**src/rtl/hello_scroll_ctrl_if.sv**
```systemverilog
// Control and data bundle between the HELLO scroll controller and its driver.
// Carries run/dir/step/load controls in, registered characters and rotation select out.
interface hello_scroll_ctrl_if;
    logic        run;
    logic        dir;
    logic        step;
    logic        load;
    logic [14:0] chars_in;
    logic [14:0] chars;
    logic [2:0]  sel;
    logic        tick;

    modport master (
        output run, dir, step, load, chars_in,
        input  chars, sel, tick
    );

    modport slave (
        input  run, dir, step, load, chars_in,
        output chars, sel, tick
    );
endinterface

```
**src/rtl/hello_scroll_ctrl.sv**
```systemverilog
// Purpose: holds the five HELLO character codes and drives the rotator select, auto or per button press.
// Latency: outputs registered; a Step fall reaches Sel on the 3rd rising edge, a prescaler wrap on its own edge.
// Backpressure: none; Load wins over any coincident advance, which is dropped.
module hello_scroll_ctrl #(
    parameter int DIV   = 50000000,
    parameter int CNT_W = 26
) (
    input  logic                clk,
    input  logic                rst_n,
    hello_scroll_ctrl_if.slave  bus
);

    logic [CNT_W-1:0] cnt;
    logic             s1, s2, s3;
    logic [1:0]       sync_vld;
    logic             armed;
    logic [2:0]       sel_q;
    logic [14:0]      chars_q;
    logic             tick_q;

    logic             wrap;
    logic             press;
    logic             advance;

    always_comb begin
        wrap    = bus.run && (cnt == CNT_W'(DIV - 1));
        press   = armed & s3 & ~s2;
        advance = ~bus.load & (bus.run ? wrap : press);
    end

    // armed stays low until s2 carries a genuine high sample, so a button
    // already held down across reset release cannot fake a press.
    always_ff @(posedge clk or negedge rst_n) begin
        if (!rst_n) begin
            s1       <= 1'b1;
            s2       <= 1'b1;
            s3       <= 1'b1;
            sync_vld <= 2'b00;
            armed    <= 1'b0;
        end else begin
            s1       <= bus.step;
            s2       <= s1;
            s3       <= s2;
            sync_vld <= {sync_vld[0], 1'b1};
            armed    <= armed | (sync_vld[1] & s2);
        end
    end

    always_ff @(posedge clk or negedge rst_n) begin
        if (!rst_n) begin
            cnt <= '0;
        end else if (bus.load || !bus.run || wrap) begin
            cnt <= '0;
        end else begin
            cnt <= cnt + CNT_W'(1);
        end
    end

    always_ff @(posedge clk or negedge rst_n) begin
        if (!rst_n) begin
            sel_q   <= 3'd0;
            chars_q <= 15'h7FFF;
            tick_q  <= 1'b0;
        end else begin
            tick_q <= advance;
            if (bus.load) begin
                sel_q   <= 3'd0;
                chars_q <= bus.chars_in;
            end else if (advance) begin
                sel_q <= bus.dir ? (sel_q - 3'd1) : (sel_q + 3'd1);
            end
        end
    end

    assign bus.sel   = sel_q;
    assign bus.chars = chars_q;
    assign bus.tick  = tick_q;

endmodule

```
**src/flat_wrapper.sv**
```systemverilog
// flat-port wrapper written by rule: the top's interface ports become plain ports
module hello_scroll_ctrl_flat 
#(
    parameter int DIV   = 50000000,
    parameter int CNT_W = 26
)
  (clk, rst_n, bus_run, bus_dir, bus_step, bus_load, bus_chars_in, bus_chars, bus_sel, bus_tick);
  hello_scroll_ctrl_if bus_i ();
  input  logic clk;
  input  logic rst_n;
  input wire logic [$bits(bus_i.run)-1:0] bus_run;
  input wire logic [$bits(bus_i.dir)-1:0] bus_dir;
  input wire logic [$bits(bus_i.step)-1:0] bus_step;
  input wire logic [$bits(bus_i.load)-1:0] bus_load;
  input wire logic [$bits(bus_i.chars_in)-1:0] bus_chars_in;
  output wire logic [$bits(bus_i.chars)-1:0] bus_chars;
  output wire logic [$bits(bus_i.sel)-1:0] bus_sel;
  output wire logic [$bits(bus_i.tick)-1:0] bus_tick;
  assign bus_i.run = bus_run;
  assign bus_i.dir = bus_dir;
  assign bus_i.step = bus_step;
  assign bus_i.load = bus_load;
  assign bus_i.chars_in = bus_chars_in;
  assign bus_chars = bus_i.chars;
  assign bus_sel = bus_i.sel;
  assign bus_tick = bus_i.tick;
  hello_scroll_ctrl #(.DIV(DIV), .CNT_W(CNT_W)) u_core (.clk(clk), .rst_n(rst_n), .bus(bus_i));
endmodule
```
**config.mk**
```make
export PLATFORM = sky130hd
export DESIGN_NAME = hello_scroll_ctrl_flat
export DESIGN_NICKNAME = d
export VERILOG_FILES = /design/src/rtl/hello_scroll_ctrl_if.sv /design/src/rtl/hello_scroll_ctrl.sv /design/src/flat_wrapper.sv
export SDC_FILE = /design/constraint.sdc
export NUM_CORES = 1
export LEC_CHECK = 0
export CAP_MARGIN = 15
export CORE_MARGIN = 5
export CORE_UTILIZATION = 52
export DETAILED_ROUTE_END_ITERATION = 7
export PLACE_DENSITY = 0.78
export SYNTH_ARGS = -nofsm -noshare
export SYNTH_HDL_FRONTEND = slang
export SYNTH_SLANG_ARGS = --single-unit
```
**constraint.sdc**
```tcl
create_clock -name clk -period 2.2 [get_ports clk]
set_input_delay 0.33 -clock clk [delete_from_list [all_inputs] [get_ports clk]]
set_output_delay 0.33 -clock clk [all_outputs]
set_load 0.02 [all_outputs]
```
======== Word level (Yosys, flattened, before mapping) ========
Index checks and enable logic that the tools add are counted.
Widths: inputs -> output; s select.
word-level totals
  bits in registers ....................... 51
  bits in latches ......................... 0
  RAM bits ................................ 0
  memory bits (read-only) ................. 0
  bits of input ports ..................... 21
  output and inout bits ................... 19
  logic and storage cells ................. 30
  memories ................................ 0
operators by class
  add/sub/neg operators ................... 3
  multiply operators ...................... 0
  div/mod/pow operators ................... 0
  magnitude comparators ................... 0
  equality and inequality tests ........... 1
  shift operators ......................... 0
  muxes and demuxes ....................... 5
  bitwise gates (word level) .............. 7
  reduce and logical (&&, ||, !) cells .... 5
operators by type and width
  kind                   number
  $add 26x1->26 const B  1
  $eq 26x26->1 const B   1
  $mux 26                1
  $mux 3                 3
  $and 1x1->1            4
  $add 3x1->3 const B    1
  $sub 3x1->3 const B    1
  $logic_or 1x1->1       2
  $not 1->1              2
  $reduce_bool 2->1      1
  $logic_and 1x1->1      1
  $logic_not 1->1        1
  $mux 1                 1
  $or 1x1->1             1

======== Depth between registers and ports, before layout ========
  depth after elaboration ................. 6
  gate-level depth with buffers ........... 6
  mapped depth without buffers ............ 5

======== Least setup slack after synthesis ========
OpenSTA, ideal clock, no wires.
  path type ............................... reg2reg
  from .................................... register u_core.cnt[0]
  to ...................................... register u_core.cnt[20]
  setup time .............................. 0.078 ns
  data arrival time ....................... 1.874 ns
  data required time ...................... 2.122 ns
  path slack .............................. 0.248 ns
  cell stages (with the launch flop) ...... 7
  buffers on the path ..................... 1
  clock period less this slack ............ 1.952 ns
  path through ............................ dfrtp_1 ha_1 nand4_2 or3_1 buf_6 or4_1 a21oi_1
on the way
  longest elaborated chain between the ends .. 4
  elaborated cells between the ends (all ways) .. 5
  classes of those cells .................. add/sub (1); eq/ne (1); mux (1); reduce/logical (2)
ends and longest elaborated chain
  element                                                RTL line                 RTL
  from (decl)                                            hello_scroll_ctrl.sv:13  logic [CNT_W-1:0] cnt;
  from (signal assigned)                                 hello_scroll_ctrl.sv:55  cnt <= cnt + CNT_W'(1);
  branches (longest 3 deep; another with $add 26x1->26)  n/a
  $mux 26 (*)                                            hello_scroll_ctrl.sv:52  end else if (bus.load || !bus.run || wrap) begin
Every way passes the cells marked *.
A chain may end at the register's enable or synchronous reset.

======== Worst setup path in the final report ========
  from .................................... register u_core.cnt[8]
  to ...................................... register u_core.cnt[25]
The elaborated chain is that of the path after synthesis.

==> flow_metrics.tcl <==
set metrics [dict create \
    status "finished with violations" \
    failed_checks "hold timing" \
    num_rows 24 \
    max_cap_viols 0 \
    max_freq_ghz 0.4970 \
    p_sw_uw 445.7 \
    pin_count 40 \
    detailroute.via_count 1686 \
    grt_first_pass_wirelength_um 8259 \
    area.growth.synth_to_final_pct 25.12 \
    drive_gt1_share_pct 25.70 \
    final_cell_mix "38 x sky130_fd_sc_hd__clkdlybuf4s50_1, 33 x sky130_fd_sc_hd__dfrtp_1, 19 x sky130_fd_sc_hd__nor2_1, 18 x sky130_fd_sc_hd__dfstp_2, 17 x sky130_fd_sc_hd__mux2_2" \
    setup-tns-final_ns 0 \
    final_max_slew_viol_count 0 \
    finalHoldWorstSlack_ns -0.004472 \
    core_area_mm2 0.004384 \
    start_util_pct 54.08 \
    finalSetupViolations 0 \
    worstHoldPathType "primary input to asynchronous set/reset pin" \
    worst-endpoint-arrival_ns 2.25 \
    num-nets-final 271 \
    gr-total-overflow 0 \
    grt_use_total_pct 16.81 \
    mappedNetlistNets 227 \
    firstDrtPassIters 4 \
    post_synth_edffs 0 \
    clock_power_share_pct 34.8 \
    synth.cell_area_mm2 0.002371 \
    sw_frac_of_total_pct 23.31 \
    cts_setup_buffers 0 \
    synth_cells 204 \
    final_common_cell "sky130_fd_sc_hd__clkdlybuf4s50_1" \
    synth.distinct_cells 41 \
    crit_path_max_fanout 14 \
    grt_pass1_vias 1755 \
    seq_area_frac_synth_pct 54.78 \
    relSlewSlack_pct 64.18 \
    timing.critical_path.to_type "flop" \
    synthArstFlopShare_pct 100.0 \
    worst_ep_required_time_ns 2.44 \
    min_period_over_period_pct 91.47 \
    ctsHtreeMaxLevel 2 \
    worstSkewPairLatency_ns 0.30 \
    post-route-min-period_ns 2.012 \
    final.setup_skew_ns 0.004055 \
    drt-initial-drc-count 140 \
    postSynthRegisterBits 51 \
    synth_top_cell_by_area "sky130_fd_sc_hd__dfrtp_1" \
    worst_margin_slew_ns 0.5374 \
    synth-main-ff-cell "sky130_fd_sc_hd__dfrtp_1" \
    post-route-drc-count 0 \
    yosys.area.top_type_share_pct 34.83 \
    routedWlPerCell_um 15.74 \
    numClockSinks 51 \
    power.leakage_nw 1.153 \
    maximum_number_of_pins_on_one_net_before_global_route_repair 29 \
    synth_warnings 0 \
    ctsLongestPathBuffers 2 \
    post-place-ws_ns 0.06501 \
    avgViaCountPerCell 5.601 \
    detailedPlacementHpwl_um 3406 \
    p_int_mw 1.466 \
    worst_ir_drop_vdd_mv 0.4668 \
    grt_antenna_before_repair 0 \
    timing.critical_path.from_type "flop" \
    rsz0062_at_grt "no" \
    power.sequential.fraction_pct 53.1 \
    port-buffer-count 39 \
    numCtsBuffers 5 \
    antenna-diode-count 0 \
    power_density_mw_per_mm2 644.5 \
    clock_tree.root_cell "sky130_fd_sc_hd__clkbuf_8" \
    post-route-util_pct 67.67 \
    detail_route.wirelength_um 4738 \
    synth.area.top_cells "sky130_fd_sc_hd__dfrtp_1 35%, sky130_fd_sc_hd__dfstp_2 20%, sky130_fd_sc_hd__mux2_2 8.1%" \
    hold_viol 9 \
    drtAntennaViolNets 0 \
    timing.final.ws_setup_ns 0.1878 \
    synth.avg_cell_area_um2 11.62 \
    die_w_um 77.53 \
    critical_path_class "flop to flop" \
    path_clk_slew_ns 0.09 \
    cts_tree "built" \
    die_y_um 77.53 \
    power_frac_comb_pct 12.1 \
    die_area_mm2 0.006010 \
    place_congestion 0.7967 \
]
[critical path, cell delays in order (launching register included)]
cell and delay, ns:
sky130_fd_sc_hd__dfrtp_1 0.45, sky130_fd_sc_hd__nand4_2 0.20, sky130_fd_sc_hd__or4_4 0.65, sky130_fd_sc_hd__or4_1 0.49, sky130_fd_sc_hd__a21oi_1 0.15
[path summary, 6_finish.rpt]
| kind | start | endpoint | slack (ns) | depth (start not counted) |
|---|---|---|---|---|
| min in group clk | u_core.sync_vld[0] | u_core.sync_vld[1] | 0.36 | 0 |
| min | rst_n | u_core.cnt[2] | -0.004 | 1 |
| max | u_core.cnt[8] | u_core.cnt[25] | 0.19 | 4 |
| max reg2reg | u_core.cnt[8] | u_core.cnt[25] | 0.19 | 4 |
| min reg2reg | u_core.sync_vld[0] | u_core.sync_vld[1] | 0.36 | 0 |
| max in group asynchronous | rst_n | u_core.bus.chars[5] | 1.61 | 2 |
[sequential cells by signal, summed over array words and instances (netlist names), 2 cells and up]
register	cells
u_core.sync_vld	2
u_core.bus.chars	15
u_core.bus.sel	3
u_core.cnt	26
[metrics by stage]
step | std cells | hold slack (ns) | power [mW] | cell area (um2)
2_1_floorplan | 204 | 0.03441 | 1.131 | 2371
3_3_place_gp | 293 | 0.3338 | 1.262 | 2843
3_5_place_dp | 293 | 0.3418 | 1.269 | 2843
4_1_cts | 301 | 0.007150 | 1.939 | 2959
5_1_grt | 301 | 0.01140 | 2.002 | 2967
6_report | 301 | -0.004472 | 1.912 | 2967
[cells by family after synthesis]
kind of cell / Yosys count / share of synthesized area, %
AO/OA/AOI/OAI: 26 / 6.597
XOR/XNOR: 14 / 5.172
adder cells (fa/ha/maj): 2 / 1.372
buffers and inverters: 10 / 2.216
flip-flops: 51 / 54.78
multiplexers: 18 / 8.496
other: 1 / 0.1582
AND/OR/NAND/NOR: 82 / 21.21
[power groups by stage]
stage	logic (mW)	registers (mW)	clock network, mW
floorplan	0.0575	1.07	0
CTS	0.236	1.02	0.688
global placement	0.232	1.03	0
detailed placement	0.235	1.03	0
finish	0.231	1.02	0.665
global route	0.249	1.02	0.731
[routing by layer]
| layer | track usage (%) | wire length (um) | vias up |
|---|---|---|---|
| li1 | - | - | 827 |
| met1 | 20.72 | 2030 | 830 |
| met2 | 28.54 | 2469 | 24 |
| met3 | 4.398 | 180 | 5 |
| met4 | 5.842 | 57 | 0 |
| met5 | 0 | 0 | - |
[cells in the mapped netlist, types with 2 or more instances]
cell,instances
sky130_fd_sc_hd__o21ai_0,2
sky130_fd_sc_hd__nor2_1,19
sky130_fd_sc_hd__xor2_1,5
sky130_fd_sc_hd__and4_2,3
sky130_fd_sc_hd__and3_2,3
sky130_fd_sc_hd__dfrtp_1,33
sky130_fd_sc_hd__nor3_1,2
sky130_fd_sc_hd__nand2b_1,2
sky130_fd_sc_hd__or3_1,4
sky130_fd_sc_hd__dfstp_2,18
sky130_fd_sc_hd__nand4_1,4
sky130_fd_sc_hd__and4_1,2
sky130_fd_sc_hd__nand4_2,2
sky130_fd_sc_hd__clkbuf_1,3
sky130_fd_sc_hd__a21oi_1,12
sky130_fd_sc_hd__or4_1,8
sky130_fd_sc_hd__mux2_2,17
sky130_fd_sc_hd__buf_6,2
sky130_fd_sc_hd__o21ai_1,2
sky130_fd_sc_hd__xnor2_1,9
sky130_fd_sc_hd__nand3_1,8
sky130_fd_sc_hd__nand2_1,10
sky130_fd_sc_hd__nor4_1,5
sky130_fd_sc_hd__buf_1,2
sky130_fd_sc_hd__o31ai_1,8
sky130_fd_sc_hd__inv_1,3
sky130_fd_sc_hd__nor2b_1,2
[what timing repair did]
action | 4_1_cts | 5_1_grt
resized for setup | 0 | 2
endpoints found under the setup margin | 0 | 3
hold buffers | 0 | 0
[area by class of cell]
type	count	area [um2]
well taps	52	65.06
clock inverters	3	47.55
flip-flops and latches	51	1299
repair buffers	44	447.9
inverters	3	11.26
multi-input cells	143	1027
fillers	340	1418
clock buffers	5	68.82
Power figures use the tool's default switching activity.
